File: src/rtl/serial_frame_receiver.sv
// Serial frame deserializer: start, address, length, data, stop fields.
// Fields are sampled on clk_En ticks and delivered with a one-clk strobe.
module serial_frame_receiver #(
  parameter int ADDR_W = 3,
  parameter int LEN_W  = 5,
  parameter int DATA_W = 32
) (
  input  logic              clk,
  input  logic              reset,
  input  logic              clk_En,
  input  logic              serIn,
  output logic [DATA_W-1:0] data_out,
  output logic [ADDR_W-1:0] ch_out,
  output logic [LEN_W-1:0]  len_out,
  output logic              valid,
  output logic              frame_err,
  output logic              busy
);

  localparam int CNT_W = (ADDR_W > LEN_W) ? ADDR_W : LEN_W;

  localparam logic [2:0] IDLE = 3'd0;
  localparam logic [2:0] ADDR = 3'd1;
  localparam logic [2:0] LEN  = 3'd2;
  localparam logic [2:0] DATA = 3'd3;
  localparam logic [2:0] STOP = 3'd4;

  logic [2:0]        state;
  logic [CNT_W-1:0]  cnt;
  logic [ADDR_W-1:0] addr_sr;
  logic [LEN_W-1:0]  len_sr;
  logic [DATA_W-1:0] data_sr;
  logic [LEN_W-1:0]  len_nxt;
  logic              last;

  // Length value including the bit being sampled this tick.
  assign len_nxt = {len_sr[LEN_W-2:0], serIn};
  assign last    = (cnt == CNT_W'(1));

  always_ff @(posedge clk) begin
    if (reset) begin
      state     <= IDLE;
      cnt       <= '0;
      addr_sr   <= '0;
      len_sr    <= '0;
      data_sr   <= '0;
      data_out  <= '0;
      ch_out    <= '0;
      len_out   <= '0;
      valid     <= 1'b0;
      frame_err <= 1'b0;
      busy      <= 1'b0;
    end else begin
      valid     <= 1'b0;
      frame_err <= 1'b0;
      if (clk_En) begin
        unique case (state)
          IDLE: begin
            if (!serIn) begin
              state   <= ADDR;
              busy    <= 1'b1;
              cnt     <= CNT_W'(ADDR_W);
              data_sr <= '0;
            end
          end
          ADDR: begin
            addr_sr <= {addr_sr[ADDR_W-2:0], serIn};
            cnt     <= cnt - CNT_W'(1);
            if (last) begin
              state <= LEN;
              cnt   <= CNT_W'(LEN_W);
            end
          end
          LEN: begin
            len_sr <= len_nxt;
            cnt    <= cnt - CNT_W'(1);
            if (last) begin
              if (len_nxt == '0) begin
                frame_err <= 1'b1;
                state     <= IDLE;
                busy      <= 1'b0;
              end else begin
                state <= DATA;
                cnt   <= CNT_W'(len_nxt);
              end
            end
          end
          DATA: begin
            data_sr <= {data_sr[DATA_W-2:0], serIn};
            cnt     <= cnt - CNT_W'(1);
            if (last) state <= STOP;
          end
          STOP: begin
            if (serIn) begin
              data_out <= data_sr;
              ch_out   <= addr_sr;
              len_out  <= len_sr;
              valid    <= 1'b1;
            end else begin
              frame_err <= 1'b1;
            end
            state <= IDLE;
            busy  <= 1'b0;
          end
          default: begin
            state <= IDLE;
            busy  <= 1'b0;
          end
        endcase
      end
    end
  end

endmodule
File: config.mk
export PLATFORM = sky130hd
export DESIGN_NAME = serial_frame_receiver
export DESIGN_NICKNAME = d
export VERILOG_FILES = /design/src/rtl/serial_frame_receiver.sv
export SDC_FILE = /design/constraint.sdc
export NUM_CORES = 1
export LEC_CHECK = 0
export CORE_MARGIN = 2
export CORE_UTILIZATION = 45
export CTS_CLUSTER_DIAMETER = 30
export DETAILED_ROUTE_END_ITERATION = 6
export HOLD_SLACK_MARGIN = 0.08
export PLACE_DENSITY_LB_ADDON = 0.15
export SYNTH_ARGS = -nofsm -noshare
export SYNTH_HDL_FRONTEND = slang
export SYNTH_SLANG_ARGS = --single-unit
File: constraint.sdc
create_clock -name clk -period 2.8 [get_ports clk]
set_clock_uncertainty 0.05 [all_clocks]
set_input_delay 0.84 -clock clk [delete_from_list [all_inputs] [get_ports clk]]
set_output_delay 0.84 -clock clk [all_outputs]
set_load 0.03 [all_outputs]
Word level (Yosys, flattened, before mapping)
Index checks and enable logic that the tools add are counted.
{ "classes": {"reduce_logical": 14, "eq_ne": 10, "muxes": 22, "add_sub_neg": 1, "n_bitwise": 3} }
{ "ops": {"columns": ["op", "n"], "rows": [
  ["32-bit case mux with 2 select lines", 1],
  ["32-bit 2-to-1 mux", 1],
  ["5-bit 2-to-1 mux", 4],
  ["5-bit case mux with 4 select lines", 1],
  ["3-bit 2-to-1 mux", 4],
  ["3-bit case mux with 4 select lines", 1],
  ["2-bit inequality test (second input constant)", 5],
  ["5-bit AND reduction", 2],
  ["3-bit AND reduction", 3],
  ["1-bit 2-to-1 mux", 7],
  ["3-bit by 2-bit equality test with 1-bit output (second input constant)", 2],
  ["5-bit by 1-bit equality test with 1-bit output (second input constant)", 1],
  ["5-bit zero test", 1],
  ["5-bit by 1-bit subtractor with 5-bit output (second input constant)", 1],
  ["2-bit AND reduction", 2],
  ["4-bit nonzero test", 1],
  ["2-bit OR reduction", 2],
  ["3-bit by 1-bit equality test with 1-bit output (second input constant)", 1],
  ["3-bit equality test (second input constant)", 1],
  ["3-bit zero test", 1],
  ["1-bit NOT", 3],
  ["1-bit case mux with 3 select lines", 1],
  ["3-bit OR reduction", 1],
  ["2-bit 2-to-1 mux", 1],
  ["2 further kinds", 2]
]} }
{ "word_totals": {"in_bits": 4, "ff_bits": 91, "wordCells": 61, "output_inout_bits": 43} }

Longest topological paths before layout
{ "logic_depth": {"depth_word": 4, "ltp_mapped": 7, "mapped_depth_nobuf": 6} }

Worst setup path before layout
Ideal clock, no wire load.
{ "synth_path": {"path_kind": "in2reg", "startpoint": "input port clk_En", "endpoint": "register data_sr[10]", "slack_ns": 0.625, "arrival_time_ns": 1.998, "setup_time_ns": 0.128, "cell_stages": 6, "required_time_ns": 2.622, "n_path_buf": 2, "path_cell_list": "clkbuf_1 -> nor2b_1 -> o21ai_1 -> clkbuf_1 -> a22oi_1 -> nor2_1"} }
{ "synth_via": {"elab_chain_cells": 1} }
{ "synth_lines": {"columns": ["item", "line_no", "rtl"], "rows": [
  ["start, declared", "10", "input logic clk_En,"],
  ["3-bit AND reduction (no line)", null, null],
  ["end signal, assigned", "89", "data_sr <= {data_sr[DATA_W-2:0], serIn};"],
  ["end, declared", "32", "logic [DATA_W-1:0] data_sr;"]
]} }
Every way passes these cells.
A chain may end at the register's enable or synchronous reset.

Worst setup path in the final report
{ "layout_path": {"startpoint": "register ch_out[2]", "endpoint": "output port ch_out[2]"} }
{ "layout_lines": {"columns": ["item", "line_no", "rtl"], "rows": [
  ["start, declared", "13", "output logic [ADDR_W-1:0] ch_out,"],
  ["start signal, assigned", "96", "ch_out <= addr_sr;"]
]} }
No word-level cell between the ends.

==> results.toml <==
[drt]
postRouteAntennaNets = 0
route.detailed.wl_per_inst_um = 13.53
dr.first_iter.drc_count = 197
detailedRoute.firstPassIterationCount = 4
via_per_inst = 5.276
drc = 0
total_length_of_routed_wires_um = 7551
dr_total_vias = 2944

[setup_path]
timing.critical_path.depth = 1
worstSetupEndpoint = "ch_out[2]"
worst-setup-path-type = "register to output pin"
worstPathMaxFanout = 2
worst_setup_path_startpoint = "ch_out[2]$_SDFFE_PP0P_"
crit_slowest_cell = "sky130_fd_sc_hd__clkdlybuf4s50_1"
critical-path-max-stage-delay_ps = 680
setup.reg_to_reg.worst_slack_ps = 780
timing.critical_path.cells = "clkdlybuf4s50_1"
path_buf_inv = 1
r2r_end = "cnt[0]$_SDFFE_PP0P_"
critical-path-top-delay-family = "buffers and inverters"
critical_path_required_ps = 1910
r2r-start = "cnt[0]$_SDFFE_PP0P_"
critical_path_arrival_ps = 1400
startpoint_type = "register"
ff2ff_path_depth = 5
worst_setup_path_end_kind = "output pin"

[power_and_ir_drop]
power.switching_mw = 0.5872
pwr-share-clk_pct = 39.0
seqPwrFrac_pct = 55.4
intPower_mw = 1.777
fin_total_pwr_mw = 2.364
comb_power_share_pct = 5.6
leakage_nw = 1.424
irDropWorstVdd_uv = 337.1
switching_share_pct = 24.84
cell_area_power_density_nw_per_um2 = 548.2

[floorplanning]
starting_density_of_the_core_pct = 45.86
std_cell_rows = 32
placeableCoreArea_um2 = 7647
die_w_um = 92.28
die_height_um = 92.28
design.portCount = 47
fp.dieArea_um2 = 8516

[synth]
synth-seq-area-share_pct = 51.94
share_of_the_synthesized_area_in_the_top_cell_type_pct = 51.94
synth.most_common_cell = "sky130_fd_sc_hd__dfxtp_1"
netlist.top_cell.by_area = "sky130_fd_sc_hd__dfxtp_1"
netlist_top_cells_area = "sky130_fd_sc_hd__dfxtp_1 (52%), sky130_fd_sc_hd__nand2_1 (9.6%), sky130_fd_sc_hd__a21oi_1 (7.0%)"
synth.distinct_cells = 42
yosys-top-cells-count = "sky130_fd_sc_hd__dfxtp_1 (91), sky130_fd_sc_hd__nand2_1 (90), sky130_fd_sc_hd__a21oi_1 (49), sky130_fd_sc_hd__nor2_1 (47), sky130_fd_sc_hd__a22oi_1 (32)"
mappedNetlistArea_um2 = 3507
mapped_cells = 417
yosys_warnings = 0
syn_nets = 423
synthesis.area_per_instance_um2 = 8.410
synth-main-ff-cell = "sky130_fd_sc_hd__dfxtp_1"
synth-async-reset-ratio_pct = 0
synth-edff-count = 0
synth_seq_cells = 91

[cells_and_area]
antenna-diode-count = 0
final_cell_count_no_fill = 558
flow.area_growth_from_synthesis_pct = 22.98
drive_above_1_share_pct = 7.895
num-fill-cells = 706
nNetsFinal = 457

[global_routing]
grt_start_max_net_pins = 57
grt_antenna_before_repair = 0
globalRouteOverflowTotal = 0
gr-usage-all-layers_pct = 19.24
wire_length_of_the_first_global_routing_pass_um = 13090
grt_pass1_vias = 2750

[clock_network]
cts_resized = 0
clk_path_buf_depth = 2
h-tree-depth = 3
cts_hold_buffers = 0
clk_root_buffer_cell = "sky130_fd_sc_hd__clkbuf_8"
clock_insertion_delay_worst_skew_ps = 350
post_cts_buffers = 0
cts_num_sinks = 91
cts.reportedPaths.clkPinSlew_ps = 100
tritoncts = "yes"
cts-buffers-inserted = 9

[placement]
hpwlAfterDp_um = 4781
port_buffer_cells = 46
dp.cells = 542
gp_congestion = 0.8368

[sta]
clock.fmax_mhz = 436.1
final_max_slew_viol_count = 0
final-hold-violation-count = 0
max_slew.worst_pin.slew_ps = 744.6
post-route-period-util_pct = 81.90
final.min_clock_period_ps = 2293
max-slew-margin-rel_pct = 50.23
fin_tns_setup_ps = 0
worst_hold_slack_ps = 404.4
grt_setup_unrepaired = "false"
timing.final.setup_violations = 0

[job]
drv.max_cap_violation_count = 0

[min_path]
hold_class = "register to register"

[outcome]
run_status = "complete, no violations"
## tightest hold or removal path: cells and delay by family (launching register included)
kind / cells / cell delay (ps)
AND/OR/NAND/NOR: 1 / 60
flip-flops: 1 / 320
AO/OA/AOI/OAI: 1 / 50
## cells in the final DEF (no fill, tap or decap), types with 2 or more instances in the layout
master / instances
sky130_fd_sc_hd__nand4_1: 3
sky130_fd_sc_hd__clkdlybuf4s50_1: 45
sky130_fd_sc_hd__inv_1: 7
sky130_fd_sc_hd__nand3_1: 5
sky130_fd_sc_hd__dfxtp_1: 91
sky130_fd_sc_hd__buf_4: 7
sky130_fd_sc_hd__nor2_1: 46
sky130_fd_sc_hd__a21oi_1: 49
sky130_fd_sc_hd__or3_1: 2
sky130_fd_sc_hd__and2_1: 2
sky130_fd_sc_hd__buf_12: 5
sky130_fd_sc_hd__and3_1: 3
sky130_fd_sc_hd__or2_2: 2
sky130_fd_sc_hd__nand2_1: 90
sky130_fd_sc_hd__nor3_1: 2
sky130_fd_sc_hd__a221oi_1: 4
sky130_fd_sc_hd__or4_1: 2
sky130_fd_sc_hd__o211ai_1: 4
sky130_fd_sc_hd__a32oi_1: 2
sky130_fd_sc_hd__ha_1: 2
sky130_fd_sc_hd__a22oi_1: 32
sky130_fd_sc_hd__mux2i_1: 8
sky130_fd_sc_hd__clkbuf_8: 9
sky130_fd_sc_hd__o21ai_0: 2
sky130_fd_sc_hd__a31oi_1: 2
sky130_fd_sc_hd__a211oi_1: 2
sky130_fd_sc_hd__xor2_1: 2
sky130_fd_sc_hd__inv_8: 2
## sequential cells by signal, indices dropped and copies added, names as in the netlist
register / cells
addr_sr: 3
busy: 1
ch_out: 3
cnt: 5
data_out: 32
data_sr: 32
frame_err: 1
len_out: 5
len_sr: 5
state: 3
valid: 1
## power by group through the flow
stage | combinational [mW] | sequential, mW | clock (mW)
after floorplan | 0.0925 | 1.34 | 0
after global placement | 0.134 | 1.34 | 0
after detailed placement | 0.132 | 1.34 | 0
after CTS | 0.133 | 1.31 | 0.954
after global routing | 0.148 | 1.31 | 1.01
final | 0.133 | 1.31 | 0.921
## layer usage
layer	global-route usage, %	vias to the layer above	wire length (um)
met5	0	-	0
met4	6.841	0	78
li1	-	1499	-
met3	5.341	8	478
met2	28.68	85	3305
met1	26.78	1352	3689
## final cells by class
| class | count | area [um^2] | area share [%] |
|---|---|---|---|
| Clock buffer | 9 | 123.9 | 2.872 |
| Clock inverter | 7 | 82.58 | 1.915 |
| Inverter | 7 | 26.28 | 0.6092 |
| Multi-Input combinational cell | 284 | 1523 | 35.31 |
| Sequential cell | 91 | 1822 | 42.24 |
| Tap cell | 102 | 127.6 | 2.959 |
| Timing Repair Buffer | 58 | 608.1 | 14.10 |
## worst min-delay path by stage
stage	from	end	slack (ps)	depth (start not counted)
final	len_sr[4]$_SDFFE_PP0P_	len_out[4]$_SDFFE_PP0P_	400	2
after global routing	len_sr[4]$_SDFFE_PP0P_	len_out[4]$_SDFFE_PP0P_	420	2
after CTS	len_sr[4]$_SDFFE_PP0P_	len_out[4]$_SDFFE_PP0P_	410	2
after detailed placement	data_out[28]$_SDFFE_PP0P_	data_out[28]$_SDFFE_PP0P_	400	2
after global placement	data_out[27]$_SDFFE_PP0P_	data_out[27]$_SDFFE_PP0P_	390	2
after floorplan	addr_sr[2]$_SDFFE_PP0P_	ch_out[2]$_SDFFE_PP0P_	380	2
## cells by family after synthesis
family,after synthesis,synth area share [%]
compound gates,104,18.98
xor+xnor,3,0.7493
buf+inv,42,4.816
fa+ha+maj,2,0.7134
mux,8,2.283
simple gates,167,20.51
flops,91,51.94
## through the flow
step                cell area (um^2)  utilization, %  worst slack, ps
floorplan                       3507               -            624.5
global placement                4106           53.70            203.5
detailed placement              4106           53.70            176.0
CTS                             4313           56.40            473.9
global route                    4313           56.40            377.5
finish                          4313           56.40            506.7
No activity file was read; power rests on OpenSTA's default activity.
